File: src/rtl/md_pkg.sv
// Shared types and opcode decode helpers for the iterative multiply/divide unit.
package md_pkg;

    typedef enum logic [3:0] {
        MD_NONE  = 4'd0,
        MD_MULTU = 4'd1,
        MD_DIVU  = 4'd2,
        MD_MULT  = 4'd3,
        MD_DIV   = 4'd4,
        MD_MTHI  = 4'd5,
        MD_MTLO  = 4'd6,
        MD_MADD  = 4'd7,
        MD_MADDU = 4'd8,
        MD_MSUB  = 4'd9,
        MD_MSUBU = 4'd10
    } md_op_e;

    typedef enum logic [1:0] {
        IDLE,
        CALC,
        FIX
    } md_state_e;

    function automatic logic is_mul(input logic [3:0] op);
        return (op == MD_MULTU) || (op == MD_MULT) || (op == MD_MADD) ||
               (op == MD_MADDU) || (op == MD_MSUB) || (op == MD_MSUBU);
    endfunction

    function automatic logic is_div(input logic [3:0] op);
        return (op == MD_DIVU) || (op == MD_DIV);
    endfunction

    function automatic logic is_signed(input logic [3:0] op);
        return (op == MD_MULT) || (op == MD_DIV) || (op == MD_MADD) || (op == MD_MSUB);
    endfunction

    function automatic logic is_acc(input logic [3:0] op);
        return (op == MD_MADD) || (op == MD_MADDU) || (op == MD_MSUB) || (op == MD_MSUBU);
    endfunction

    function automatic logic is_sub(input logic [3:0] op);
        return (op == MD_MSUB) || (op == MD_MSUBU);
    endfunction

endpackage

File: src/rtl/md_div_step.sv
// One restoring-division step: shift in a dividend bit, subtract divisor if it fits.
// Purely combinational.
module md_div_step #(
    parameter int W = 32
) (
    input  logic [W-1:0] rem_i,
    input  logic [W-1:0] div_i,
    input  logic         bit_i,
    output logic [W-1:0] rem_o,
    output logic         q_o
);

    logic [W:0] trial;
    logic [W:0] diff;

    // rem_i < div_i holds, so trial < 2*div_i and the W+1-bit difference cannot wrap.
    assign trial = {rem_i, bit_i};
    assign diff  = trial - {1'b0, div_i};
    assign q_o   = ~diff[W];
    assign rem_o = q_o ? diff[W-1:0] : trial[W-1:0];

endmodule

File: src/rtl/md_iter_unit.sv
// Iterative multiply/divide unit owning HI/LO: one result bit per cycle, W+1 cycle latency.
// busy stays high for the whole operation; rupt aborts without touching HI/LO.
module md_iter_unit
    import md_pkg::*;
#(
    parameter int W = 32
) (
    input  logic         clk,
    input  logic         reset,
    input  logic         rupt,
    input  logic         start,
    input  logic [3:0]   md_op,
    input  logic [W-1:0] src1,
    input  logic [W-1:0] src2,
    output logic         busy,
    output logic [W-1:0] hi,
    output logic [W-1:0] lo,
    output logic         done,
    output logic         div_zero
);

    localparam int CW = $clog2(W);

    md_state_e       state_q;
    logic [CW-1:0]   cnt_q;
    logic [3:0]      op_q;
    logic [W-1:0]    a_q;
    logic [2*W-1:0]  acc_q;
    logic [2*W-1:0]  base_q;
    logic            neg_res_q;
    logic            neg_rem_q;
    logic [W-1:0]    hi_q;
    logic [W-1:0]    lo_q;
    logic            done_q;
    logic            dz_q;

    logic            s1_neg, s2_neg;
    logic [W-1:0]    s1_mag, s2_mag;
    logic            accept;
    logic [W:0]      mul_sum;
    logic [2*W-1:0]  acc_d;
    logic [W-1:0]    div_rem;
    logic            div_q;
    logic [2*W-1:0]  prod_fix;
    logic [2*W-1:0]  mul_res_d;
    logic [W-1:0]    quo_fix, rem_fix;

    assign s1_neg = is_signed(md_op) & src1[W-1];
    assign s2_neg = is_signed(md_op) & src2[W-1];
    assign s1_mag = s1_neg ? -src1 : src1;
    assign s2_mag = s2_neg ? -src2 : src2;
    assign accept = (state_q == IDLE) & start & ~rupt & (is_mul(md_op) | is_div(md_op));

    // acc_q holds {partial product, multiplier} for multiplies and {remainder, dividend/quotient} for divides.
    assign mul_sum = {1'b0, acc_q[2*W-1:W]} + (acc_q[0] ? {1'b0, a_q} : '0);

    md_div_step #(.W(W)) u_div_step (
        .rem_i (acc_q[2*W-1:W]),
        .div_i (a_q),
        .bit_i (acc_q[W-1]),
        .rem_o (div_rem),
        .q_o   (div_q)
    );

    always_comb begin
        acc_d = {mul_sum, acc_q[W-1:1]};
        if (is_div(op_q)) begin
            acc_d = {div_rem, acc_q[W-2:0], div_q};
        end
    end

    assign prod_fix = neg_res_q ? -acc_q : acc_q;
    assign quo_fix  = neg_res_q ? -acc_q[W-1:0] : acc_q[W-1:0];
    assign rem_fix  = neg_rem_q ? -acc_q[2*W-1:W] : acc_q[2*W-1:W];

    always_comb begin
        mul_res_d = prod_fix;
        if (is_acc(op_q)) begin
            mul_res_d = is_sub(op_q) ? (base_q - prod_fix) : (base_q + prod_fix);
        end
    end

    always_ff @(posedge clk) begin
        if (reset) begin
            state_q   <= IDLE;
            cnt_q     <= '0;
            op_q      <= '0;
            a_q       <= '0;
            acc_q     <= '0;
            base_q    <= '0;
            neg_res_q <= 1'b0;
            neg_rem_q <= 1'b0;
            hi_q      <= '0;
            lo_q      <= '0;
            done_q    <= 1'b0;
            dz_q      <= 1'b0;
        end else begin
            done_q <= 1'b0;
            dz_q   <= 1'b0;
            case (state_q)
                IDLE: begin
                    if (accept) begin
                        state_q   <= CALC;
                        cnt_q     <= '0;
                        op_q      <= md_op;
                        a_q       <= is_div(md_op) ? s2_mag : s1_mag;
                        acc_q     <= {{W{1'b0}}, (is_div(md_op) ? s1_mag : s2_mag)};
                        base_q    <= {hi_q, lo_q};
                        neg_res_q <= s1_neg ^ s2_neg;
                        neg_rem_q <= s1_neg;
                    end else if (!rupt && md_op == MD_MTHI) begin
                        hi_q <= src1;
                    end else if (!rupt && md_op == MD_MTLO) begin
                        lo_q <= src1;
                    end
                end
                CALC: begin
                    if (rupt) begin
                        state_q <= IDLE;
                    end else begin
                        acc_q <= acc_d;
                        cnt_q <= cnt_q + 1'b1;
                        if (cnt_q == CW'(W-1)) begin
                            state_q <= FIX;
                        end
                    end
                end
                FIX: begin
                    state_q <= IDLE;
                    if (!rupt) begin
                        done_q <= 1'b1;
                        if (is_div(op_q)) begin
                            // Zero divisor spends full latency but leaves HI/LO intact.
                            if (a_q == '0) begin
                                dz_q <= 1'b1;
                            end else begin
                                hi_q <= rem_fix;
                                lo_q <= quo_fix;
                            end
                        end else begin
                            {hi_q, lo_q} <= mul_res_d;
                        end
                    end
                end
                default: state_q <= IDLE;
            endcase
        end
    end

    assign busy     = (state_q != IDLE);
    assign hi       = hi_q;
    assign lo       = lo_q;
    assign done     = done_q;
    assign div_zero = dz_q;

endmodule
File: config.mk
export PLATFORM = sky130hd
export DESIGN_NAME = md_iter_unit
export DESIGN_NICKNAME = d
export VERILOG_FILES = /design/src/rtl/md_pkg.sv /design/src/rtl/md_div_step.sv /design/src/rtl/md_iter_unit.sv
export SDC_FILE = /design/constraint.sdc
export NUM_CORES = 1
export LEC_CHECK = 0
export CAP_MARGIN = 20
export CORE_MARGIN = 5
export CORE_UTILIZATION = 60
export CTS_BUF_LIST = sky130_fd_sc_hd__clkbuf_2 sky130_fd_sc_hd__clkbuf_4 sky130_fd_sc_hd__clkbuf_8
export DETAILED_ROUTE_END_ITERATION = 16
export DONT_BUFFER_PORTS = 1
export GPL_TIMING_DRIVEN = 0
export PLACE_DENSITY = 0.76
export SLEW_MARGIN = 20
export SYNTH_ARGS = -nofsm -noshare
export SYNTH_HDL_FRONTEND = slang
export SYNTH_SLANG_ARGS = --single-unit
File: constraint.sdc
create_clock -name clk -period 9.9 [get_ports clk]
set_input_delay 1.98 -clock clk [delete_from_list [all_inputs] [get_ports clk]]
set_output_delay 1.98 -clock clk [all_outputs]
set_load 0.05 [all_outputs]
==> impl_metrics.yaml <==
clock_network:
  cts-root-buf: "clkbuf_8"
  clock_latency_ps: 660
  clockBufferDepth: 3
  post_cts_resized: 0
  clk_pin_slew_ps: 60
  ctsHtreeMaxLevel: 2
  cts_buffers: 45
  numClockSinks: 239
  cts_setup_buffers: 0
  postCtsHoldBufs: 0
  tritoncts: "done"
synth:
  synth_top_area_cell: "dfxtp_1"
  yosys_most_used_dff: "dfxtp_1"
  yosysWarnings: 0
  syn-instance-count: 3395
  postSynth.asyncResetShare: 0
  synth_cell_types: 93
  synthTopCellsByCount: "571 x nand2_1, 375 x a21oi_1, 311 x nor2_1"
  synthesis.nets: 3604
  synth-edff-count: 0
  synth_top_area_share: 0.204
  synth.area.top_cells: "dfxtp_1 20%, nand2_1 9.1%, a21oi_1 8.0%, ha_1 7.1%, xnor2_1 6.2%"
  synth_seq_cells: 239
  yosys.cell_count.top_type: "nand2_1"
  yosysSeqAreaShare: 0.204
  synth_area_mm2: 0.0235
  avgSynthCellArea_um2: 6.92
place:
  gp_congestion: 1.06
  place_ws_ps: 958
  post-dp-hpwl_mm: 80.8
  io_buffers: 0
worst_setup_path:
  startpoint_type: "flip-flop"
  crit_arrival_ps: 9890
  rr_endpoint: "hi[31]"
  crit_fanout: 11
  endpoint_kind: "flip-flop"
  rr_worst_depth: 24
  r2r_setup_slack_ps: 550
  cp.required_ps: 10440
  criticalPathCategory: "flip-flop to flip-flop"
  timing.rr.start: "acc_q[0]"
power:
  power.internal_mw: 1.99
  swShare: 0.384
  p_sw_mw: 1.24
  p_leak_nw: 9.84
  pwr-share-comb: 0.332
  p_clk_frac: 0.352
  peakVddDrop_mv: 0.0989
  seqPwrFrac: 0.317
  power_density_mw_per_mm2: 128
drt:
  first_pass_iters: 7
  final_antenna_net_count: 0
  via_count: 27100
  postRouteWirelength_mm: 102
  vias_per_cell: 6.77
  drc_errors: 0
  drtIter0Drc: 4454
  avgRoutedWirePerCell_um: 25.5
hold_path:
  hold_depth: 2
  min_from: "base_q[60]"
  min_to: "base_q[60]"
  hold_path_class: "flip-flop to flip-flop"
floorplan:
  fp.dieArea_mm2: 0.0432
  die_y_um: 208
  rows: 72
  fp.coreArea_mm2: 0.0387
  io_pins: 139
  initial_core_util: 0.607
  die_w_um: 208
grt:
  antenna_found_initial: 4
  grt_max_degree: 12
  overflow: 0
  grt_pass1_vias: 24800
  grt_pass1_wl_mm: 150
  grt_usage: 0.440
sta:
  rsz0062_at_grt: "false"
  tns_ps: 0
  setup_slack_ps: 549
  setup_viol: 0
  worst_pin_slew_ps: 1230
  drv_slew: 0
  fin_crit_sh: 0.945
  finClkSkew_ps: 36.0
  fin_crit_ps: 9350
  max_freq_mhz: 107
  holdWs_ps: 464
  slew_headroom: 0.181
  finalHoldViolCount: 0
status:
  outcome: "completed"
job:
  cap_violations: 0
layout:
  antenna_cells: 0
  drive_above_1_share: 0.0440
  finalNetCount: 3651
  fin_util: 0.650
  syn_to_final_growth_pct: 7.16
## worst max-delay path by stage
| stage | startpoint | endpoint | slack [ps] | depth (start not counted) |
|---|---|---|---|---|
| after floorplan | acc_q[0] | hi[27] | 3460 | 26 |
| after global placement | acc_q[0] | hi[31] | 940 | 24 |
| after detailed placement | acc_q[0] | hi[31] | 960 | 24 |
| after CTS | acc_q[0] | hi[31] | 910 | 24 |
| after global routing | acc_q[0] | hi[31] | 320 | 24 |
| final | acc_q[0] | hi[31] | 550 | 24 |
## flip-flops by register name (all words and copies together), names as in the netlist, 2 cells and up
signal   count
lo          32
base_q      64
state_q      2
op_q         4
hi          32
cnt_q        5
a_q         32
acc_q       64
## routing by layer
layer	routed length, µm	global-route usage	part of all wire	vias to the layer above
met4	8930	0.295	0.088	7
met2	40600	0.637	0.40	2038
met1	37400	0.564	0.37	12300
met5	73	0	0.00072	-
met3	14700	0.132	0.14	488
li1	-	-	-	12200
## power by group through the flow
stage	clock, mW	sequential, mW	combinational [mW]
global route	1.17	1.02	1.13
CTS	1.12	1.02	1.02
global placement	0	1.04	0.996
detailed placement	0	1.04	1.01
floorplan	0	1.03	0.737
finish	1.13	1.02	1.07
## worst max-delay path: stages, from the launching register on
cell,delay (ps)
dfxtp_1,330
buf_2,240
inv_1,230
clkbuf_1,690
ha_1,430
nor4b_4,340
nand4_2,350
a2111oi_0,560
o211ai_1,140
a2111oi_1,760
nand4b_1,400
or3_1,500
o21ai_0,310
xnor2_1,200
ha_1,340
clkbuf_1,280
nand4_1,240
nor4_1,530
o211ai_1,340
and3b_1,330
o41ai_1,560
o211ai_1,290
o21ai_0,460
xnor2_1,130
a311oi_1,280
## through the flow
step | cells | cell area (µm²) | total power, mW
after floorplan | 3395 | 23500 | 1.77
after global placement | 3913 | 24200 | 2.03
after detailed placement | 3913 | 24200 | 2.05
after CTS | 3994 | 25200 | 3.16
after global routing | 3994 | 25200 | 3.32
final | 3994 | 25200 | 3.22
## cell usage in the layout (no fill, tap or decap), types with 53 or more instances in the layout
cell      instances
nor2_1          311
nor3_1           95
o21ai_0         190
clkbuf_1        204
xor2_1          162
nand2_1         571
xnor2_1         167
nand3_1          76
a21o_1           72
ha_1            134
clkbuf_8         53
a21oi_1         375
inv_1            88
dfxtp_1         239
## cell type report
type | count | area (µm²)
multi-input cells | 2822 | 17400
fillers | 3560 | 13600
flip-flops and latches | 239 | 4780
plain buffers | 246 | 961
clock buffers | 71 | 865
well taps | 518 | 648
inverters | 88 | 330
clock inverters | 10 | 155
## cell families after synthesis
family,share of synthesized area
muxes,0.0118
buffers and inverters,0.0548
adders and majority gates,0.0739
xor gates and xnor gates,0.124
AOI/OAI and AO/OA,0.275
and+or+nand+nor,0.257
DFF,0.204
(Power assumes the default switching activity.)
